===== src/rtl/mu0_pc_pkg.sv =====
// MU0 program-counter shared definitions.
// Op encodings used by mu0_pc_unit and its bench.
package mu0_pc_pkg;

   localparam logic [2:0] OP_HOLD = 3'b000;
   localparam logic [2:0] OP_INC  = 3'b001;
   localparam logic [2:0] OP_LOAD = 3'b010;
   localparam logic [2:0] OP_CALL = 3'b011;
   localparam logic [2:0] OP_RET  = 3'b100;

endpackage


===== src/rtl/mu0_pc_stack.sv =====
// MU0 return-address LIFO: DEPTH x WIDTH entries, sync-reset count.
// Ports: Clk, Reset, push, pop, data_in -> top, count, empty, full.
module mu0_pc_stack #(
   parameter int WIDTH = 12,
   parameter int DEPTH = 4,
   localparam int CW = $clog2(DEPTH + 1)
) (
   input  logic             Clk,
   input  logic             Reset,
   input  logic             push,
   input  logic             pop,
   input  logic [WIDTH-1:0] data_in,
   output logic [WIDTH-1:0] top,
   output logic [CW-1:0]    count,
   output logic             empty,
   output logic             full
);

   localparam int AW = (DEPTH > 1) ? $clog2(DEPTH) : 1;

   logic [WIDTH-1:0] mem [DEPTH];
   logic [CW-1:0]    cnt_m1;
   logic [AW-1:0]    wr_idx;
   logic [AW-1:0]    rd_idx;

   assign cnt_m1 = count - CW'(1);
   assign wr_idx = count[AW-1:0];
   assign rd_idx = cnt_m1[AW-1:0];

   assign empty = (count == '0);
   assign full  = (count == CW'(DEPTH));
   // Top is read from count-1; garbage when empty, caller ignores it.
   assign top   = mem[rd_idx];

   always_ff @(posedge Clk) begin
      if (Reset) begin
         count <= '0;
      end else if (push && !full) begin
         count <= count + CW'(1);
      end else if (pop && !empty) begin
         count <= cnt_m1;
      end
   end

   // Entry contents need no reset; only count defines validity.
   always_ff @(posedge Clk) begin
      if (!Reset && push && !full) begin
         mem[wr_idx] <= data_in;
      end
   end

endmodule


===== src/rtl/mu0_pc_unit.sv =====
// MU0 PC: hold/inc/load/call/ret, Wrap/Err pulses, optional LIFO.
// Ports: Clk, Reset, En, Op, D -> Q, Wrap, Err, StkEmpty, StkFull.
// Macro MU0_PC_STACK_EN builds the return stack.
module mu0_pc_unit
   import mu0_pc_pkg::*;
#(
   parameter int WIDTH       = 12,
   parameter int STEP        = 1,
   parameter int RESET_VAL   = 0,
   parameter int STACK_DEPTH = 4
) (
   input  logic             Clk,
   input  logic             Reset,
   input  logic             En,
   input  logic [2:0]       Op,
   input  logic [WIDTH-1:0] D,
   output logic [WIDTH-1:0] Q,
   output logic             Wrap,
   output logic             Err,
   output logic             StkEmpty,
   output logic             StkFull
);

   logic [WIDTH-1:0] q_nxt;
   logic             wrap_nxt;
   logic             err_nxt;

`ifdef MU0_PC_STACK_EN
   localparam int CW = $clog2(STACK_DEPTH + 1);

   logic             push;
   logic             pop;
   logic [WIDTH-1:0] ret_addr;
   logic [WIDTH-1:0] stk_top;
   logic [CW-1:0]    stk_cnt;

   assign ret_addr = Q + WIDTH'(STEP);

   mu0_pc_stack #(
      .WIDTH (WIDTH),
      .DEPTH (STACK_DEPTH)
   ) u_stack (
      .Clk     (Clk),
      .Reset   (Reset),
      .push    (push),
      .pop     (pop),
      .data_in (ret_addr),
      .top     (stk_top),
      .count   (stk_cnt),
      .empty   (StkEmpty),
      .full    (StkFull)
   );
`else
   assign StkEmpty = 1'b1;
   assign StkFull  = 1'b0;
`endif

   always_comb begin
      q_nxt    = Q;
      wrap_nxt = 1'b0;
      err_nxt  = 1'b0;
`ifdef MU0_PC_STACK_EN
      push     = 1'b0;
      pop      = 1'b0;
`endif
      if (En) begin
         unique case (1'b1)
            (Op == OP_INC): begin
               {wrap_nxt, q_nxt} = {1'b0, Q} + (WIDTH + 1)'(STEP);
            end
            (Op == OP_LOAD): begin
               q_nxt = D;
            end
            (Op == OP_CALL): begin
`ifdef MU0_PC_STACK_EN
               if (!StkFull) begin
                  push  = 1'b1;
                  q_nxt = D;
               end else begin
                  err_nxt = 1'b1;
               end
`else
               q_nxt   = D;
               err_nxt = 1'b1;
`endif
            end
            (Op == OP_RET): begin
`ifdef MU0_PC_STACK_EN
               if (!StkEmpty) begin
                  pop   = 1'b1;
                  q_nxt = stk_top;
               end else begin
                  err_nxt = 1'b1;
               end
`else
               err_nxt = 1'b1;
`endif
            end
            default: begin
               q_nxt = Q;
            end
         endcase
      end
   end

   always_ff @(posedge Clk) begin
      if (Reset) begin
         Q    <= WIDTH'(RESET_VAL);
         Wrap <= 1'b0;
         Err  <= 1'b0;
      end else begin
         Q    <= q_nxt;
         Wrap <= wrap_nxt;
         Err  <= err_nxt;
      end
   end

endmodule

===== config.mk =====
export PLATFORM = sky130hd
export DESIGN_NAME = mu0_pc_unit
export DESIGN_NICKNAME = d
export VERILOG_FILES = /design/src/rtl/mu0_pc_pkg.sv /design/src/rtl/mu0_pc_stack.sv /design/src/rtl/mu0_pc_unit.sv
export SDC_FILE = /design/constraint.sdc
export NUM_CORES = 1
export LEC_CHECK = 0
export CAP_MARGIN = 40
export CORE_ASPECT_RATIO = 1.25
export CORE_MARGIN = 2
export CORE_UTILIZATION = 45
export CTS_CLUSTER_DIAMETER = 80
export DETAILED_ROUTE_END_ITERATION = 6
export HOLD_SLACK_MARGIN = 0.05
export PLACE_DENSITY = 0.83
export SKIP_LAST_GASP = 1
export SLEW_MARGIN = 15
export SYNTH_ARGS = -nofsm -noshare
export SYNTH_HDL_FRONTEND = slang
export SYNTH_SLANG_ARGS = --single-unit

===== constraint.sdc =====
create_clock -name Clk -period 3.45 [get_ports Clk]
set_clock_uncertainty 0.2 [all_clocks]
set_input_delay 0.69 -clock Clk [delete_from_list [all_inputs] [get_ports Clk]]
set_output_delay 0.69 -clock Clk [all_outputs]
set_load 0.05 [all_outputs]

# Word level (Yosys, flattened, before mapping)
# Index checks and enable logic that the tools add are counted.
[word_totals] register_bits=14 in_bits=18 output_inout_bits=16 word_cells=18
[op_classes] addsub=1 eq_ne=4 mux=2 n_bitwise=2 reduce_logical=6
[op_table] operator="$pmux W12 S2" n=1
[op_table] operator="$add A12 B1 Y13 const B" n=1
[op_table] operator="$eq A3 B2 Y1 const B" n=2
[op_table] operator="$reduce_or A2 Y1" n=3
[op_table] operator="$eq A3 B1 Y1 const B" n=1
[op_table] operator="$eq A3 B3 Y1 const B" n=1
[op_table] operator="$reduce_or A3 Y1" n=1
[op_table] operator="$not A1 Y1" n=2
[op_table] operator="$reduce_and A2 Y1" n=1
[op_table] operator="$reduce_bool A2 Y1" n=1
[op_table] operator="$mux W1" n=1

# Depth between registers and ports, before layout
[logic_depth] word_depth=4 depth_mapped=6 ltp_nobuf=5

# Least setup slack after synthesis
# No wires, ideal clock.
[synth_timing] path_kind="register to register" from="register Q[4]" to="register Q[9]" setup_time_ps=103 t_arrival_ps=1839 required_ps=3147 setup_slack_ps=1308 path_stages_with_launch=6 n_path_buf=1 period_less_slack_ps=2142 cell_sequence="dfxtp_1 buf_2 and4_1 nand3_2 or3_1 a2111oi_2"
[synth_between] elab_chain_cells=2
[synth_lines] element="start: declaration" line_no="mu0_pc_unit.sv:17" source="output logic [WIDTH-1:0] Q,"
[synth_lines] element="start signal: assignment" line_no="mu0_pc_unit.sv:108" source="Q <= WIDTH'(RESET_VAL);"
[synth_lines] element="start signal: assignment" line_no="mu0_pc_unit.sv:112" source="Q <= q_nxt;"
[synth_lines] element="$add A12 B1 Y13" line_no="mu0_pc_unit.sv:69" source="{wrap_nxt, q_nxt} = {1'b0, Q} + (WIDTH + 1)'(STEP);"
[synth_lines] element="$pmux W12 S2" line_no="mu0_pc_unit.sv:67" source="unique case (1'b1)"
# Every way passes these cells.
# A chain may end at the register's enable or synchronous reset.

# Worst setup path in the final report
[layout_timing] from="register Q[4]" to="output port Q[4]"
# No word-level cell between the ends.

==> results by stage <==
Status:
- The flow ran to the end, and the final reports show no timing, DRC or antenna violations.

Synthesis:
- The flop and latch count out of synthesis is 14.
- After synthesis, the cell types taking the most area are dfxtp_1 33%, nand2_1 6.1%, a21oi_1 5.8%.
- Of the synthesized area, sequential elements account for 32.6%.
- The top-area cell type share of the netlist area is 32.6%.
- During synthesis, Yosys emitted a total of 0 warnings.
- The synthesized cell area is 860 um^2.
- For this run, the leading register cell type out of synthesis is dfxtp_1.
- The average instance in the mapped netlist occupies 7.74 um^2.
- The netlist uses 43 different library cells.
- The number of instances in the synthesized netlist is 111.
- The top cell type by total area after synthesis is dfxtp_1.
- The number of nets in the synthesized netlist is 130.
- The number of synthesized flops with an enable pin is 0.
- In the synthesized netlist the async set-or-reset flop fraction comes to 0%.

CTS:
- The buffer levels on the longest clock path is 2.
- The number of gates given a new drive strength after cts is 0.
- The number of setup buffers added after CTS is 0.
- In this run the number of H-tree levels came out at 1.
- The number of clock buffers inserted by TritonCTS is 3.
- The root buffer cell is clkbuf_4.
- The clock reaches the later pin of the worst-skew pair after 0.28 ns.
- The clock input transition at the sequential cells of the worst setup and hold paths is 0.08 ns.
- The CTS tree is built.
- CTS saw 14 sinks.
- The hold buffer count at CTS is 0.

Power:
- VDD sags by at most 0.240 mV.
- Summed over all cells, the static leakage comes to 0.411 nW.
- Power spread over the standard cell area amounts to 325 nW/um^2.

Drt:
- Using the TritonRoute via totals, the vias-per-cell ratio works out to 6.38.
- For this run, design rule violations remaining after detail routing come to 0.
- Before antenna repair, the detailed router went through 4 iterations.
- The number of nets still failing antenna checks after routing is 0.
- After the first detailed-routing iteration, the DRC count stood at 34.
- Summed over all layers, the routed wires come to 2460 um.
- After detailed routing, the average wire length per cell comes to 15.4 um.
- Across all layers, the routed design uses 1021 vias.

Min path:
- The worst hold path belongs to the class reg2reg.

GRT:
- Entering global routing, the biggest net connects 15 pins.
- The number of antenna violations at the first check in global routing is 0.
- Global routing used 22.4% of the available tracks across all layers.
- The via count of the first global-routing pass is 909.
- The remaining global-route overflow is 0.
- The wire length of the first global-routing pass is 3880 um.

Timing:
- The number of pins with negative max-slew slack in the final report came to 0.
- In the finished design, the share of the clock period the worst path needs comes to 73.0%.
- For this run, the top clock speed supported by timing is 397 MHz.
- The final-report setup violation count is 0.
- The shortest period the worst path allows is 2.52 ns.
- Setup repair after global routing left no endpoint under its margin.
- The sum of negative setup slack is 0 ns.
- The relative max-transition margin is 62.1%.
- The pin slew with the least headroom to its limit is 0.567 ns.
- The total count of hold-check failures in the final report was 0.

Worst setup path:
- The critical path launch point type is a flop.
- The critical path data required time is 2.56 ns.
- In this design, the largest share of critical-path delay is due to buffers and inverters.
- The buffer and inverter count on the worst path is 1.
- The largest single stage delay on the critical path is 0.86 ns.
- The cell with the largest stage delay on the worst path is clkdlybuf4s50_1.
- For the worst setup path, the data arrival time is 1.63 ns.
- The signal on the critical path passes through clkdlybuf4s50_1.
- The path type of the worst setup path is reg2out.
- The largest fanout on the critical path is 8.
- The worst setup path is captured at an output port.

Place:
- During placement, the flow inserted port buffers numbering 31.
- The detailed placer's ending HPWL is 1750 um.
- Once placement finished, the instance area stood at 1170 um^2.
- The final weighted congestion in routability-driven placement is 1.04.

Floorplanning:
- The floorplan core area is 1790 um^2.
- The site row count is 17.
- The initial core utilization is 48.1%.
- For this design the top-level I/O count stands at 34.
- The chip width is 43.1 um.
- The die outline height is 52.9 um.
- The die covers 2280 um^2.

Final layout:
- The post-route netlist has 7.09% of its cells at a drive strength greater than 1.
- The post-route cell area is 1210 um^2.
- For this run, the share of the core covered by cells in the final layout is 67.8%.
- The count of antenna diodes in the layout is 0.
- The fill cell total of the finished layout is 160.
- In the final design database the tool counted 161 nets.
- The growth of design area from synthesis to finish is 40.9%.

Run:
- The max-capacitance violation count is 0.
==> registers in the layout, indices dropped and copies added, names as in the netlist <==
register  count
Q            12
Err           1
Wrap          1
==> worst paths after layout <==
kind / from / end / slack (ns) / depth (start not counted)
max reg2reg: Q[4] / Q[9] / 1.55 / 4
min reg2reg: Q[1] / Q[1] / 0.33 / 2
max: Q[4] / Q[4] / 0.93 / 1
min: Q[1] / Q[1] / 0.33 / 2
==> per-stage QoR <==
stage | setup slack, ns | hold WS, ns | cells | power [mW]
after floorplan | 1.31 | 0.500 | 111 | 0.236
after global placement | 0.817 | 0.303 | 156 | 0.275
after detailed placement | 0.762 | 0.309 | 156 | 0.277
after CTS | 0.925 | 0.322 | 160 | 0.396
after global routing | 0.860 | 0.347 | 160 | 0.412
final | 0.933 | 0.328 | 160 | 0.394
==> cell usage in the layout, fill, tap and decap left out, drive strengths merged, types with 3 or more instances in the layout <==
cell / n
nand2: 14
clkdlybuf4s50: 31
nand3: 7
o21ai: 8
a311oi: 3
a21oi: 10
clkbuf: 4
buf: 3
nand2b: 5
nor2: 4
dfxtp: 14
a31oi: 3
==> final cells by class <==
cell class	count	area (um^2)	share of cell area (%)
clock buffers	4	36.3	3.00
flip-flops and latches	14	280	23.1
repair buffers	34	333	27.5
inverters	2	7.51	0.620
well taps	19	23.8	1.96
multi-input cells	87	531	43.8
==> power breakdown <==
part / internal (mW) / total [mW] / switching (mW) / leakage (nW)
Combinational: 0.0421 / 0.0981 / 0.0561 / 0.276
Sequential: 0.168 / 0.176 / 0.00884 / 0.114
Clock: 0.0643 / 0.119 / 0.0550 / 0.0210
Total: 0.274 / 0.394 / 0.120 / 0.411
==> metal layers <==
layer | global-route usage (%) | share of wire [%] | vias up | wire (um)
li1 | - | - | 477 | -
met1 | 28.9 | 41 | 472 | 998
met2 | 36.3 | 48 | 64 | 1190
met3 | 4.10 | 9.4 | 8 | 232
met4 | 9.60 | 1.9 | 0 | 47
met5 | 0 | 0 | - | 0
==> synth_stat cells, drive strengths merged (3+ instances only) <==
cell type / instances
buf: 6
a31oi: 3
nand2b: 5
nor2: 4
a21oi: 10
nand2: 14
a311oi: 3
nand3: 7
o21ai: 8
dfxtp: 14
==> logic make-up (layout without fill, tap and decap cells) <==
family | Yosys count | in the layout | synth area share (%)
XOR/XNOR | 1 | 1 | 1.02
AND/OR/NAND/NOR | 48 | 48 | 31.4
AO/OA/AOI/OAI | 35 | 35 | 26.9
flip-flops | 14 | 14 | 32.6
adder cells (fa/ha/maj) | 1 | 1 | 1.46
other | 2 | 2 | 0.874
buffers and inverters | 10 | 40 | 5.68
Note: power is estimated with default switching activity, not from simulation.
